--- config.mk ---
export PLATFORM = sky130hd
export DESIGN_NAME = gesture_uart_rx
export DESIGN_NICKNAME = d
export VERILOG_FILES = /design/src/rtl/gesture_uart_rx.sv
export SDC_FILE = /design/constraint.sdc
export NUM_CORES = 1
export LEC_CHECK = 0
export CAP_MARGIN = 20
export CORE_MARGIN = 2
export CORE_UTILIZATION = 30
export CTS_CLUSTER_DIAMETER = 50
export DETAILED_ROUTE_END_ITERATION = 10
export SLEW_MARGIN = 15
export SYNTH_ARGS = -nofsm -noshare
export SYNTH_HDL_FRONTEND = slang
export SYNTH_SLANG_ARGS = --single-unit
--- constraint.sdc ---
create_clock -name clk -period 3 [get_ports clk]
set_clock_uncertainty 0.2 [all_clocks]
set_input_delay 0.9 -clock clk [delete_from_list [all_inputs] [get_ports clk]]
set_output_delay 0.9 -clock clk [all_outputs]
set_load 0.01 [all_outputs]
--- src/rtl/gesture_uart_rx.sv ---
// gesture_uart_rx: 8N1 UART receiver plus [HEADER, code, ~code] frame parser.
// Emits a validated gesture code as a one-cycle registered pulse; 8'h00 means "no new gesture".
module gesture_uart_rx #(
    parameter int unsigned CLK_HZ         = 50_000_000,
    parameter int unsigned BAUD           = 115_200,
    parameter logic [7:0]  HEADER         = 8'hA5,
    parameter logic [7:0]  MAX_CODE       = 8'd3,
    parameter int unsigned TIMEOUT_CYCLES = 2_000_000
) (
    input  logic       clk,
    input  logic       reset,
    input  logic       rx,
    output logic [7:0] gesture,
    output logic       gesture_valid,
    output logic       frame_err,
    output logic       rx_busy
);

    localparam int unsigned CLKS_PER_BIT = CLK_HZ / BAUD;
    localparam int unsigned BAUD_W       = $clog2(CLKS_PER_BIT);
    localparam int unsigned IDLE_W       = $clog2(TIMEOUT_CYCLES + 1);
    localparam logic [BAUD_W-1:0] HALF_LAST  = BAUD_W'(CLKS_PER_BIT / 2 - 1);
    localparam logic [BAUD_W-1:0] BIT_LAST   = BAUD_W'(CLKS_PER_BIT - 1);
    localparam logic [IDLE_W-1:0] IDLE_LIMIT = IDLE_W'(TIMEOUT_CYCLES);

    typedef enum logic [1:0] {BitIdle, BitStart, BitData, BitStop} bit_state_e;
    typedef enum logic [1:0] {FrHunt, FrGotHdr, FrGotCode} frame_state_e;

    logic              rx_meta_q, rx_s_q, rx_prev_q;
    bit_state_e        bit_q, bit_d;
    logic [BAUD_W-1:0] baud_q, baud_d;
    logic [2:0]        bit_cnt_q, bit_cnt_d;
    logic [7:0]        data_q, data_d;
    logic              byte_stb, uart_err;

    frame_state_e      frame_q, frame_d;
    logic [7:0]        code_q, code_d;
    logic [IDLE_W-1:0] idle_q, idle_d;
    logic [7:0]        gesture_q, gesture_d;
    logic              valid_q, err_q, err_d;

    // Two-flop synchronizer plus a delayed copy for falling-edge detection; idle level is 1.
    always_ff @(posedge clk or negedge reset) begin
        if (!reset) begin
            rx_meta_q <= 1'b1;
            rx_s_q    <= 1'b1;
            rx_prev_q <= 1'b1;
        end else begin
            rx_meta_q <= rx;
            rx_s_q    <= rx_meta_q;
            rx_prev_q <= rx_s_q;
        end
    end

    // Bit FSM state, baud counter, bit counter and shift register.
    always_ff @(posedge clk or negedge reset) begin
        if (!reset) begin
            bit_q     <= BitIdle;
            baud_q    <= '0;
            bit_cnt_q <= '0;
            data_q    <= '0;
        end else begin
            bit_q     <= bit_d;
            baud_q    <= baud_d;
            bit_cnt_q <= bit_cnt_d;
            data_q    <= data_d;
        end
    end

    // Bit FSM next state: half-bit wait in START aligns all later samples to mid-bit.
    always_comb begin
        bit_d     = bit_q;
        baud_d    = baud_q + 1'b1;
        bit_cnt_d = bit_cnt_q;
        data_d    = data_q;
        byte_stb  = 1'b0;
        uart_err  = 1'b0;
        unique case (bit_q)
            BitIdle: begin
                baud_d    = '0;
                bit_cnt_d = '0;
                if (rx_prev_q && !rx_s_q) bit_d = BitStart;
            end
            BitStart: begin
                if (baud_q == HALF_LAST) begin
                    baud_d = '0;
                    // A high line at mid-start is a glitch: drop silently.
                    bit_d  = rx_s_q ? BitIdle : BitData;
                end
            end
            BitData: begin
                if (baud_q == BIT_LAST) begin
                    baud_d    = '0;
                    data_d    = {rx_s_q, data_q[7:1]};
                    bit_cnt_d = bit_cnt_q + 3'd1;
                    if (bit_cnt_q == 3'd7) bit_d = BitStop;
                end
            end
            BitStop: begin
                if (baud_q == BIT_LAST) begin
                    baud_d   = '0;
                    byte_stb = rx_s_q;
                    uart_err = !rx_s_q;
                    // Leave at mid-stop so an immediately following start bit is caught.
                    bit_d    = BitIdle;
                end
            end
            default: bit_d = BitIdle;
        endcase
    end

    // Frame FSM state, latched code, idle counter and registered outputs.
    always_ff @(posedge clk or negedge reset) begin
        if (!reset) begin
            frame_q   <= FrHunt;
            code_q    <= '0;
            idle_q    <= '0;
            gesture_q <= '0;
            valid_q   <= 1'b0;
            err_q     <= 1'b0;
        end else begin
            frame_q   <= frame_d;
            code_q    <= code_d;
            idle_q    <= idle_d;
            gesture_q <= gesture_d;
            valid_q   <= (gesture_d != 8'h00);
            err_q     <= err_d;
        end
    end

    // Frame FSM next state: a received byte takes priority over a coincident timeout.
    always_comb begin
        frame_d   = frame_q;
        code_d    = code_q;
        idle_d    = idle_q;
        gesture_d = 8'h00;
        err_d     = 1'b0;
        if (uart_err) begin
            err_d   = 1'b1;
            frame_d = FrHunt;
        end else if (byte_stb) begin
            idle_d = '0;
            unique case (frame_q)
                FrHunt: begin
                    if (data_q == HEADER) frame_d = FrGotHdr;
                end
                FrGotHdr: begin
                    if (data_q != HEADER) begin
                        code_d  = data_q;
                        frame_d = FrGotCode;
                    end
                end
                FrGotCode: begin
                    if (data_q == ~code_q && code_q != 8'h00 && code_q <= MAX_CODE) begin
                        gesture_d = code_q;
                    end else begin
                        err_d = 1'b1;
                    end
                    frame_d = (data_q == HEADER) ? FrGotHdr : FrHunt;
                end
                default: frame_d = FrHunt;
            endcase
        end else if (frame_q != FrHunt && idle_q != IDLE_LIMIT) begin
            // Counter stops at the limit; the frame is abandoned on the same edge.
            idle_d = idle_q + 1'b1;
            if (idle_d == IDLE_LIMIT) begin
                err_d   = 1'b1;
                frame_d = FrHunt;
            end
        end
    end

    assign gesture       = gesture_q;
    assign gesture_valid = valid_q;
    assign frame_err     = err_q;
    assign rx_busy       = (bit_q != BitIdle);

endmodule

; After elaboration in Yosys (flattened, before gate mapping)
; Cells that the tools add are included.
[totals]
elab_cells = 97
ff_bits = 66
output_inout_bits = 11
inputBits = 3
[classes]
reduce_logical = 22
muxes = 36
n_eq_ne = 20
bitwise = 2
addsub = 3
order_cmp = 1
[ops]
columns = op, count
row1 = 21-bit two-way mux, 2
row2 = 8-bit two-way mux, 4
row3 = 9-bit one-hot mux with 3 select lines, 1
row4 = 2-bit two-way mux, 12
row5 = "21-bit by 1-bit adder with 21-bit output, second input constant", 1
row6 = "21-bit == test, second input constant", 1
row7 = "21-bit inequality test, second input constant", 1
row8 = 9-bit two-way mux, 2
row9 = 8-bit nonzero test, 2
row10 = 1-bit two-way mux, 11
row11 = "2-bit inequality test, second input constant", 5
row12 = "9-bit by 1-bit adder with 9-bit output, second input constant", 1
row13 = "9-bit by 8-bit == test with 1-bit output, second input constant", 1
row14 = "9-bit == test, second input constant", 1
row15 = 8-bit == test, 1
row16 = "8-bit == test, second input constant", 1
row17 = "8-bit by 2-bit less-or-equal comparator with 1-bit output, second input constant", 1
row18 = "4-bit inequality test, second input constant", 2
row19 = "8-bit inequality test, second input constant", 1
row20 = 8-bit NOT, 1
row21 = 2-bit one-hot mux with 4 select lines, 1
row22 = 4-bit AND reduction, 2
row23 = 2-bit nonzero test, 4
row24 = "2-bit == test, second input constant", 3
row25 = other kinds (14), 22

; Depth between registers and ports, before layout
[depth]
ltp_word = 9
depth_mapped = 9
mapped_depth_nobuf = 8

; Worst setup path before layout
; No wires, ideal clock.
[synth_timing]
path_kind = reg2reg
start = register idle_q[0]
end = register frame_q[1]
setup_time_ns = 0.120
stages_incl_launch_ff = 8
path_buffers = 0
slack_ns = 0.435
arrival_time_ns = 2.245
period_less_slack_ns = 2.565
required_time_ns = 2.680
path_cell_list = dfrtp_1 -> ha_1 -> nand4_2 -> or4_4 -> or3_4 -> a221oi_2 -> nand4_2 -> a31o_1
[synth_between]
elab_chain_cells = 4
word_cells_on_any_way = 7
classes_between = 1 x add/sub / 2 x eq/ne / 4 x reduce/logical
[synth_rtl]
columns = item, line_no
row1 = from (decl), 38  ; logic [IDLE_W-1:0] idle_q, idle_d;
row2 = from (signal assigned), 124  ; idle_q <= idle_d;
row3 = 21-bit by 1-bit adder with 21-bit output / 21-bit inequality test (equally long branches), "165, 163"
row4 = 21-bit == test / 1-bit logical AND (equally long branches), "166, 163"
row5 = 3-bit nonzero test (no line), --
row6 = 4-bit AND reduction (no line) *, --
row7 = to (signal assigned), 115  ; frame_q <= FrHunt;
row8 = to (signal assigned), 122  ; frame_q <= frame_d;
row9 = to (decl), 36  ; frame_state_e frame_q, frame_d;
; Mark *: on every way between the ends. The rest lies on a longest branch, timed or not.
; A chain may end at the register's enable or synchronous reset.

; Final worst setup path
; Same ends and word-level chain as after synthesis.

==> impl_metrics.json <==
{
  "critical_path_required_ps": 3030,
  "tns_ps": 0,
  "synthFlopType": "dfrtp_1",
  "layout-area-overhead-vs-synth_pct": 18.6,
  "path_cells": "ha_1, nand4_2, or4_4, or3_4, a221oi_2, nand4_2, a31o_1",
  "max_stage_delay_ps": 470,
  "final_nets": 382,
  "dpl.hpwl_um": 5020,
  "cpMaxStageDelayCell": "or4_4",
  "diodes": 0,
  "wl_per_cell_um": 13.8,
  "crit_family": "simple AND/OR/NAND/NOR gates",
  "io_pins": 14,
  "outcome": "finished clean",
  "routabilityCongestion": 0.838,
  "grt.total_usage_pct": 12.8,
  "die_h_um": 112,
  "initial_core_util_pct": 30.7,
  "synth.area.top_cells": "dfrtp_1 45%, mux2_2 4.8%, nand2_1 3.4%",
  "path_buf_inv": 0,
  "clkLatencyLatePin_ps": 330,
  "grt_max_degree": 31,
  "first_pass_iters": 5,
  "min_period_ps": 2780,
  "fmax_mhz": 359,
  "synth-seq-area-share_pct": 47.5,
  "vias_per_cell": 5.14,
  "power_mw": 2.26,
  "criticalPathCategory": "reg2reg",
  "drt-total-wl_um": 7190,
  "rows": 39,
  "cts_tree": "built",
  "cts_resized": 0,
  "ys_ff_latch": 66,
  "path_clk_slew_ps": 60,
  "hold_path.class": "reg2reg",
  "crit_path_frequent_cell": "nand4_2",
  "reg2reg_slack_ps": 220,
  "p_per_area_nw_per_um2": 545,
  "r2r_start": "idle_q[0]",
  "cts_root_buffer": "clkbuf_16",
  "ant_nets": 0,
  "syn_avg_cell_area_um2": 10.1,
  "cts_made_buffers": 9,
  "postCtsSetupBuffers": 0,
  "clkSinkCount": 66,
  "timing.max_cap.violations": 0,
  "setup_viol": 0,
  "startpoint": "idle_q[0]",
  "cts_hold_buf": 0,
  "crit_path_end": "frame_q[1]",
  "synth_warnings": 0,
  "die_area_um2": 12500,
  "synth_edf_count": 0,
  "final_cell_count_no_fill": 520,
  "synth_area_um2": 3490,
  "setup_ws_ps": 218,
  "overflow": 0,
  "start_kind": "flop",
  "hold_path_depth": 0,
  "crit_path_end_kind": "flop",
  "dieWidth_um": 112,
  "arrival_ps": 2810,
  "vias": 2671,
  "async_flop_share_pct": 100,
  "yosysTopAreaCell": "dfrtp_1",
  "whs_ps": 157,
  "slew_violations": 0,
  "synth_cell_type_count": 68,
  "critPathMaxFanout": 8,
  "post-place-ws_ps": 225,
  "r2r_cells": 7,
  "core_area_um2": 11400,
  "place_inst": 504,
  "grt_setup_unrepaired": "false",
  "cp.depth": 7,
  "hold_viol": 0,
  "antenna_found_initial": 0,
  "cts_max_level": 3,
  "grt_first_pass_wirelength_um": 13000,
  "r2r-end": "frame_q[1]",
  "leakagePower_nw": 1.75,
  "first_iter_violations": 155,
  "peakVddDrop_mv": 0.509,
  "drive_gt1_share_pct": 16.7,
  "syn_inst": 346,
  "drc": 0,
  "clockBufferDepth": 2,
  "synth_top_cell_area_share_pct": 45.2,
  "grt_pass1_vias": 2672,
  "finalCritPeriodShare_pct": 92.7,
  "port_buffers": 13
}
worst register-to-register path: cells and delay by family (launching register included):
family,cells,cell delay [ps]
simple gates,4,1190
flops,1,450
fa+ha+maj,1,310
compound gates,2,520
cell usage after synthesis, types with 5 or more instances:
library cell and instances:
dfrtp_1 63, nand2_1 32, nor2_1 21, a21oi_1 19, nand3_1 18, o21ai_0 17, mux2_2 15, nand4_1 14
inv_1 13, clkbuf_1 9, mux2i_1 8, xor2_1 8, ha_1 7, nor4_1 7, nor3_1 6, a22o_1 5
and3_1 5
state kept, by name, indices dropped and copies added (netlist names), named ones only:
register       flops
frame_err          1
data_q             8
code_q             8
bit_q              1
gesture_valid      1
rx_meta_q          1
bit_cnt_q          3
rx_prev_q          1
baud_q             9
rx_s_q             1
idle_q            21
gesture            8
frame_q            2
worst min-delay path by stage:
stage | startpoint | endpoint
floorplan | rx_meta_q | rx_s_q
global placement | rx_meta_q | rx_s_q
detailed placement | rx_meta_q | rx_s_q
CTS | rx_meta_q | rx_s_q
global route | rx_meta_q | rx_s_q
finish | rx_meta_q | rx_s_q
routing by layer:
metal  track usage (%)  up-vias  part of all wire [%]
li1                  -     1312                     -
met1              16.9     1298                    47
met5                 0        -                     0
met4              5.43        0                   2.4
met2              19.8       46                    47
met3              3.70       15                   4.0
report_power, final:
part / total [mW] / internal [mW] / switching, mW
Sequential: 1.04 / 0.951 / 0.0849
Combinational: 0.168 / 0.0826 / 0.0858
Clock: 1.05 / 0.648 / 0.403
kinds of logic (layout without fill, tap and decap cells):
group,count (synthesis),count (layout),share of synthesized area [%]
xor gates and xnor gates,10,10,2.51
other,1,6,0.108
and+or+nand+nor,143,143,23.4
DFF,66,66,47.5
muxes,23,23,7.14
AOI/OAI and AO/OA,68,68,13.2
buffers and inverters,28,54,3.70
adders and majority gates,7,7,2.51
per-stage QoR:
stage	instance area, um2	utilization (%)
finish	4140	36.4
global placement	3830	33.7
CTS	4140	36.4
global route	4140	36.4
detailed placement	3830	33.7
floorplan	3510	-
cells in the final DEF (no fill, tap or decap), types with 3 or more instances in the layout:
master           synthesis  routed
xor2_1                   8       8
dfrtp_1                 63      63
clkbuf_16                0       9
buf_4                    2      11
a22o_1                   5       5
clkdlybuf4s50_1          0      12
nor2_1                  21      21
and3_1                   5       5
o21ai_0                 17      17
conb_1                   1       6
dfstp_2                  3       3
nor3_1                   6       6
and2_1                   3       3
nand3_1                 18      18
clkinv_4                 0       3
or2_2                    4       4
ha_1                     7       7
nand2b_1                 3       3
mux2i_1                  8       8
a211oi_1                 3       3
a21o_1                   3       3
nor4_1                   7       7
nor3b_1                  3       3
nand2_1                 32      32
inv_1                   13      13
or3_1                    4       4
nand4_1                 14      14
a21oi_1                 19      19
mux2_2                  15      15
cell type report:
class / instances / area [um2]
Fill cell: 1143 / 7230
Clock buffer: 9 / 225
Timing Repair Buffer: 25 / 228
Multi-Input combinational cell: 257 / 1720
Sequential cell: 66 / 1660
Inverter: 13 / 48.8
Tap cell: 143 / 179
Clock inverter: 7 / 77.6
Power figures use the tool's default switching activity.
